===== config.mk =====
export PLATFORM = sky130hd
export DESIGN_NAME = mem_bus_arbiter
export DESIGN_NICKNAME = d
export VERILOG_FILES = /design/src/rtl/mem_bus_arbiter.sv
export SDC_FILE = /design/constraint.sdc
export NUM_CORES = 1
export LEC_CHECK = 0
export ABC_AREA = 1
export CAP_MARGIN = 20
export CORE_MARGIN = 3
export CORE_UTILIZATION = 25
export CTS_CLUSTER_SIZE = 28
export DETAILED_ROUTE_END_ITERATION = 10
export GPL_ROUTABILITY_DRIVEN = 0
export GPL_TIMING_DRIVEN = 0
export PLACE_DENSITY = 0.79
export SKIP_CTS_REPAIR_TIMING = 1
export SLEW_MARGIN = 20
export SYNTH_ARGS = -nofsm -noshare
export SYNTH_HDL_FRONTEND = slang
export SYNTH_SLANG_ARGS = --single-unit

===== constraint.sdc =====
create_clock -name clock -period 1.25 [get_ports clock]
set_input_delay 0.1875 -clock clock [delete_from_list [all_inputs] [get_ports clock]]
set_output_delay 0.1875 -clock clock [all_outputs]
set_load 0.02 [all_outputs]

===== src/rtl/mem_bus_arbiter.sv =====
// mem_bus_arbiter: two-requester (CPU, DMA) arbiter in front of a single-port
// 64K x 8 memory. Registered ownership, fixed CPU priority, a DMA starvation
// override after MAX_WAIT cycles, and per-requester bus lock.
// Optional grant statistics are built only when ARB_STATS_EN is defined.
module mem_bus_arbiter #(
   parameter int MAX_WAIT = 4
`ifdef ARB_STATS_EN
   ,
   parameter int STAT_W   = 16
`endif
) (
   input  logic        clock,
   input  logic        reset,
   input  logic        cpu_req,
   input  logic        cpu_lock,
   input  logic [15:0] cpu_addr,
   input  logic        cpu_we,
   input  logic [7:0]  cpu_wdata,
   output logic        cpu_gnt,
   input  logic        dma_req,
   input  logic        dma_lock,
   input  logic [15:0] dma_addr,
   input  logic        dma_we,
   input  logic [7:0]  dma_wdata,
   output logic        dma_gnt,
   output logic [15:0] mem_addr,
   output logic        mem_we,
   output logic [7:0]  mem_wdata,
   input  logic [7:0]  mem_rdata,
   output logic [7:0]  rdata
`ifdef ARB_STATS_EN
   ,
   output logic [STAT_W-1:0] cpu_grant_count,
   output logic [STAT_W-1:0] dma_grant_count
`endif
);

   typedef enum logic [1:0] {
      S_IDLE = 2'd0,
      S_CPU  = 2'd1,
      S_DMA  = 2'd2
   } state_t;

   localparam logic [7:0] MAX_WAIT_C = 8'(MAX_WAIT);

   state_t      r_state;
   state_t      w_state_next;
   logic [7:0]  r_wait_cnt;
   logic [7:0]  w_wait_next;
   logic        w_owner_hold;
   logic        w_owner_req;

   // Owner keeps the bus only while it both requests and locks
   assign w_owner_hold = ((r_state == S_CPU) && cpu_req && cpu_lock) ||
                         ((r_state == S_DMA) && dma_req && dma_lock);

   // Next-owner selection: lock, then starvation/idle-CPU DMA, then CPU, then DMA
   always_comb begin
      w_state_next = S_IDLE;
      if (w_owner_hold)
         w_state_next = r_state;
      else if (dma_req && (!cpu_req || (r_wait_cnt >= MAX_WAIT_C)))
         w_state_next = S_DMA;
      else if (cpu_req)
         w_state_next = S_CPU;
      else if (dma_req)
         w_state_next = S_DMA;

      // DMA wait time only accumulates while DMA is pending and not about to win
      if (!dma_req || (w_state_next == S_DMA))
         w_wait_next = 8'd0;
      else if (r_wait_cnt >= MAX_WAIT_C)
         w_wait_next = MAX_WAIT_C;
      else
         w_wait_next = r_wait_cnt + 8'd1;
   end

   // Ownership and starvation counter registers
   always_ff @(posedge clock or posedge reset) begin
      if (reset) begin
         r_state    <= S_IDLE;
         r_wait_cnt <= 8'd0;
      end else begin
         r_state    <= w_state_next;
         r_wait_cnt <= w_wait_next;
      end
   end

   assign cpu_gnt = (r_state == S_CPU);
   assign dma_gnt = (r_state == S_DMA);

   // Route the owner's bus to memory; an idle bus presents all zeros
   always_comb begin
      mem_addr    = 16'd0;
      mem_wdata   = 8'd0;
      mem_we      = 1'b0;
      w_owner_req = 1'b0;
      case (r_state)
         S_CPU: begin
            mem_addr    = cpu_addr;
            mem_wdata   = cpu_wdata;
            mem_we      = cpu_req & cpu_we;
            w_owner_req = cpu_req;
         end
         S_DMA: begin
            mem_addr    = dma_addr;
            mem_wdata   = dma_wdata;
            mem_we      = dma_req & dma_we;
            w_owner_req = dma_req;
         end
         default: ;
      endcase
   end

   assign rdata = mem_rdata;

`ifdef ARB_STATS_EN
   logic [1:0]        w_xfer;
   logic [STAT_W-1:0] r_cnt [2];

   assign w_xfer[0] = cpu_gnt & w_owner_req;
   assign w_xfer[1] = dma_gnt & w_owner_req;

   generate
      for (genvar gi = 0; gi < 2; gi++) begin : g_stat
         // Count completed transfers for requester gi (wraps naturally)
         always_ff @(posedge clock or posedge reset) begin
            if (reset)
               r_cnt[gi] <= '0;
            else if (w_xfer[gi])
               r_cnt[gi] <= r_cnt[gi] + 1'b1;
         end
      end
   endgenerate

   assign cpu_grant_count = r_cnt[0];
   assign dma_grant_count = r_cnt[1];
`else
   // No statistics hardware in this build.
`endif

endmodule


==> reports/results.ini, run 1 <==
[finish]
multi_input_area_um2=1035
nFillCells=166
area_growth_pct=215.7
layout.nets=325
fin_cells=302
fin_util_pct=83.20
drive_gt1_share_pct=55.86
seq_area_um2=252.7
diodes=0

[cts]
cts_tree=done
cts.sink_count=10
cts_buffer_depth=2
path_clk_slew_ns=0.07
numCtsBuffers=3
clk_latency_ns=0.26
h-tree-depth=1
cts_root_buf=clkbuf_4

[logic_synthesis]
synth.mux.area_fraction_pct=0
yosysTopAreaCellShare_pct=28.01
synth_area_leaders=dfrtp_1 (28%), nand2_1 (24%), a21oi_1 (14%), buf_4 (7.6%), ha_1 (5.6%)
synth_fa_ha_area_share_pct=5.602
synth_xor_area_share_pct=0
syn_area_per_cell_um2=6.336
yosysSeqAreaShare_pct=28.01
synth_area_um2=893.4
synth_cell_types=18
synth_top_area_cell=dfrtp_1
ys_top_cells_by_count=nand2_1 (56), a21oi_1 (25), dfrtp_1 (10)
yosys_warnings=0
async_reset_ff_share_pct=100.0
synth-simple-area-share_pct=34.73
synth.most_common_cell=nand2_1
synth_compound_area_share_pct=15.83
synth_top_family_by_area=simple AND/OR/NAND/NOR gates
synth_edf_count=0
syn_inst=141
synth_seq_cells=10
synth-main-ff-cell=dfrtp_1

[global_route]
met3_usage_pct=3.912
grt_pass1_wl_mm=5.637
top_usage_layer=met2
grt-ovfl-total=0
met2_usage_pct=28.29
antenna_found_initial=0
grt_max_degree=11
grt_pass1_vias=1234
grt_usage_pct=16.23
grt_use_met1_pct=19.19

[place]
dp.cells=281
dp_hpwl_mm=3.101
place_ws_ns=-0.7492
io_buffers=90

[timing]
maxSlewViolCount=0
period_share_pct=140.2
fin_ws_ns=-0.5019
setup_viol=31
min_period_ns=1.752
max_freq_mhz=570.8
skew_ns=0.003704
rsz0062_at_grt=yes
finalHoldViolations=0

[routing]
antenna_left=0
avgRoutedWirePerCell_um=18.89
vias_per_cell=4.722
drt-total-wl_mm=5.706
drt_iter0_drc=89
vias=1426
drc=0
drtPass1Iterations=4

[critical_path]
endpoint_kind=output pin
r2r-end=r_wait_cnt[2]
worst_r2r_path_depth=12
arrival_ns=1.56
path_max_fanout=6
required_ns=1.06
r2r-start=r_state[1]
reg2reg_setup_slack_ns=-0.45
start_kind=flop
critPathKind=reg -> out

[outcome]
status=complete, but fails checks
violations=setup timing

[power_and_ir_drop]
p_total_w=0.002089
swShare_pct=38.45
p_int_w=0.001286
cellLeakagePower_nw=1.169
p_comb_share_pct=69.6
p_per_area_nw_per_um2=740.8
power_frac_clock_pct=13.5
p_sw_w=0.0008034
ir_drop_mv=0.6256
p_seq_share_pct=16.9

[floorplanning]
die_h_um=65.78
die_x_um=65.78
core_um2=3390
initial_utilization_pct=26.36
dieArea_um2=4327
core.rowCount=21
num_io_pins=99

[min_path]
hold_path_class=in -> async

[job]
drv_cap=0

## layout make-up
class                      count  share of cell area, %
timing repair buffer         108                  42.37
buffer                        16                  7.453
inverter                       9                  1.198
tap                           46                  2.041
multi-input combinational    109                  36.69
sequential                    10                  8.962
clock buffer                   4                  1.287
## critical path, stage by stage (launching register included)
cell,delay (ns)
dfrtp_2,0.43
inv_2,0.07
ha_4,0.14
buf_12,0.13
buf_8,0.12
nand2_1,0.10
a21oi_4,0.18
buf_6,0.14
## cells by family after synthesis
logic type | count (synthesis)
fa+ha+maj | 4
simple gates | 74
compound gates | 26
buf+inv | 26
other cells | 1
flops | 10
## registers in the layout (all words and copies together) (netlist names)
signal and count:
r_state 2, r_wait_cnt 8
## routing by layer
metal	wire length [µm]	vias to the layer above
met2	2961	68
met4	99	0
met5	0	-
met3	459	8
li1	-	661
met1	2186	689
## stage by stage
step           hold slack [ns]  TNS [ns]  instance area (µm²)
6_report                0.2031    -13.64                 2820
5_1_grt                 0.2163    -15.39                 2820
4_1_cts                 0.2008    -27.19                 2293
3_5_place_dp            0.4841    -19.36                 2257
3_3_place_gp            0.4865    -18.94                 2257
2_1_floorplan          0.02768    -3.920                 1299
## layout by cell type (no fill, tap or decap), drive strengths merged
cell / count
clkdlybuf4s50: 63
nand2: 59
buf: 54
a21oi: 25
clkbuf: 11
dfrtp: 10
inv: 9
nor2: 8
conb: 5
nand3: 5
ha: 4
nand4: 1
o21ai: 1
nor3: 1
## power by group through the flow
stage | Combinational [W] | Sequential (W) | Clock, W
2_1_floorplan | 0.000643 | 0.000357 | 0
3_3_place_gp | 0.00104 | 0.000358 | 0
3_5_place_dp | 0.00105 | 0.000359 | 0
4_1_cts | 0.00106 | 0.000353 | 0.000295
5_1_grt | 0.00151 | 0.000355 | 0.000311
6_report | 0.00145 | 0.000352 | 0.000283
## worst max path at each step
| stage | slack, ns | depth (start not counted) | from | endpoint |
|---|---|---|---|---|
| 2_1_floorplan | -0.14 | 6 | r_state[0] | mem_addr[0] |
| 3_3_place_gp | -0.74 | 6 | r_state[0] | mem_wdata[7] |
| 3_5_place_dp | -0.75 | 6 | r_state[0] | mem_wdata[7] |
| 4_1_cts | -1.04 | 6 | r_state[0] | mem_wdata[7] |
| 5_1_grt | -0.56 | 7 | r_state[0] | mem_wdata[1] |
| 6_report | -0.50 | 7 | r_state[1] | mem_addr[12] |
Power figures use the tool's default switching activity.
==> inputs of run 2 (changes only) <==
--- a/config.mk
+++ b/config.mk
@@ -9,3 +9,3 @@
 export CAP_MARGIN = 20
-export CORE_MARGIN = 3
+export CORE_MARGIN = 2
 export CORE_UTILIZATION = 25
==> constraint.sdc (replaced) <==
create_clock -name clock -period 1.25 [get_ports clock]
set_input_delay 0.375 -clock clock [delete_from_list [all_inputs] [get_ports clock]]
set_output_delay 0.375 -clock clock [all_outputs]
set_load 0.02 [all_outputs]
==> reports/results.ini, run 2 (same netlist as run 1, synthesis figures left out) <==
[global_route]
grt_pass1_vias=1185  ; -4.0%
grt_usage_pct=17.78  ; +1.5 points
grt_pass1_wl_mm=5.830  ; +3.4%
grt_max_degree=11  ; unchanged
antenna_found_initial=0  ; unchanged
grt-ovfl-total=0  ; unchanged

[routing]
vias_per_cell=4.613  ; -2.3%
drt-total-wl_mm=5.050  ; -11%
antenna_left=0  ; unchanged
avgRoutedWirePerCell_um=16.83  ; -11%
drt_iter0_drc=42  ; -53%
drc=0  ; unchanged
vias=1384  ; -2.9%
drtPass1Iterations=4  ; unchanged

[critical_path]
endpoint_kind=output pin
cpPeakStageDelay_ns=0.44  ; about the same
slowest_stage=dfrtp_2
required_ns=0.88  ; -0.18 ns
r2r-start=r_state[1]
cp_top_family=buffers and inverters
path_buf_inv=4  ; unchanged
reg2reg_setup_slack_ns=-0.42  ; +0.03 ns
cp.depth=7  ; unchanged
start_kind=flop
worst_r2r_path_depth=12  ; unchanged
critPathLaunch=r_state[1]
r2r-end=r_wait_cnt[2]
arrival_ns=1.58  ; +0.02 ns
critPathKind=reg -> out
critPathCapture=mem_addr[11]
crit_chain=inv_2, ha_4, buf_8, clkbuf_16, nand2_4, a21oi_4, buf_6
path_max_fanout=8  ; +2

[place]
dp_hpwl_mm=3.035  ; -2.1%
io_buffers=90  ; unchanged
dp.cells=281  ; unchanged
place_area_um2=2312  ; +2.4%

[timing]
maxSlewViolCount=0  ; unchanged
skew_ns=0.001948  ; -0.001756 ns
rsz0062_at_grt=yes
fin_ws_ns=-0.7015  ; -0.1997 ns
period_share_pct=156.1  ; +16 points
max_freq_mhz=512.4  ; -10%
min_period_ns=1.952  ; +0.1997 ns
finalHoldViolations=0  ; unchanged
setup_viol=32  ; +3.2%

[finish]
fin_util_pct=81.84  ; -1.4 points
largest_registers=r_wait_cnt x8, r_state x2
layout_commonest_cell=clkdlybuf4s50_1
diodes=0  ; unchanged
drive_gt1_share_pct=56.69  ; +0.83 points
final_area_um2=2774  ; -1.6%
largest_reg_flops=8  ; unchanged
area_growth_pct=210.5
layout.nets=323  ; -0.62%
final_cell_mix=clkdlybuf4s50_1 (55), nand2_2 (29), buf_6 (29), a21oi_4 (25), buf_4 (17)
top_register=r_wait_cnt
fin_cells=300  ; -0.66%

[cts]
cts_buffer_depth=2  ; unchanged
cts_tree=done
clk_latency_ns=0.25  ; about the same
numCtsBuffers=3  ; unchanged
h-tree-depth=1  ; unchanged
cts.sink_count=10  ; unchanged
path_clk_slew_ns=0.06  ; about the same
cts_root_buf=clkbuf_4

[outcome]
status=complete, but fails checks
violations=setup timing

[floorplanning]
die_x_um=63.78  ; -3.0%
die_h_um=63.78  ; -3.0%
num_io_pins=99  ; unchanged
core_um2=3390  ; unchanged
dieArea_um2=4068  ; -6.0%
core.rowCount=21  ; unchanged
initial_utilization_pct=26.36  ; unchanged

[min_path]
hold_path_class=in -> async

[power_and_ir_drop]
ir_drop_mv=0.8796  ; +41%
power_frac_clock_pct=13.7  ; +0.2 points
p_seq_share_pct=17.7  ; +0.8 points
cellLeakagePower_nw=1.231  ; +5.3%
p_total_w=0.001997  ; -4.4%
swShare_pct=37.83  ; -0.62 points
p_sw_w=0.0007557  ; -5.9%
p_per_area_nw_per_um2=720.1  ; -2.8%
p_comb_share_pct=68.7  ; -0.9 points
p_int_w=0.001242  ; -3.4%

[job]
drv_cap=0  ; unchanged

run 2: changes by cell type in the layout (fill, tap and decap cells not counted):
| cell | change |
|---|---|
| nand2_4 | -2 |
| nand2_1 | -8 |
| clkdlybuf4s50_1 | -8 |
| nand3_1 | +2 |
| nand2_2 | +10 |
| buf_4 | +3 |
| nor2_1 | +2 |
| dlymetal6s2s_1 | +8 |
| nand3_4 | -2 |
| buf_6 | -2 |
| dfrtp_2 | -1 |
| buf_8 | -3 |
| dfrtp_1 | +1 |
| nor2_2 | -2 |
run 2: area by class of cell:
type | count | area [µm²]
repair buffers | 106 | 1170
multi-input cells | 109 | 1015
fillers | 161 | 615.6
flip-flops and latches | 10 | 251.5
plain buffers | 16 | 210.2
well taps | 46 | 57.56
clock buffers | 4 | 36.28
inverters | 9 | 33.78
run 2: worst min-delay path by stage:
stage                        from            end
global route                reset     r_state[0]
CTS                         reset  r_wait_cnt[4]
floorplan                   reset     r_state[0]
finish                      reset  r_wait_cnt[4]
detailed placement  r_wait_cnt[0]  r_wait_cnt[0]
global placement    r_wait_cnt[0]  r_wait_cnt[0]
run 2: power groups by stage:
stage,Sequential [W],Combinational (W),Clock [W]
2_1_floorplan,0.000357,0.000664,0
3_3_place_gp,0.000358,0.00107,0
3_5_place_dp,0.000358,0.00108,0
4_1_cts,0.000352,0.00108,0.000287
5_1_grt,0.000355,0.00143,0.000305
6_report,0.000353,0.00137,0.000273
run 2: per-stage QoR:
| step | worst slack [ns] | hold WS, ns | setup TNS (ns) |
|---|---|---|---|
| 2_1_floorplan | -0.3291 | 0.2152 | -8.454 |
| 3_3_place_gp | -1.017 | 0.5238 | -26.08 |
| 3_5_place_dp | -1.005 | 0.5288 | -26.28 |
| 4_1_cts | -1.214 | 0.3844 | -33.06 |
| 5_1_grt | -0.7655 | 0.4423 | -21.20 |
| 6_report | -0.7015 | 0.3769 | -18.72 |
run 2: metal layers:
metal  routed length, µm  vias to the layer above  share of wire (%)  global-route usage, %
met5                   0                        -                  0                      0
met4                 170                        0                3.4                  5.978
met3                 305                       16                6.0                  4.401
met2                2642                       64                 52                  30.99
met1                1932                      648                 38                  21.16
li1                    -                      656                  -                      -
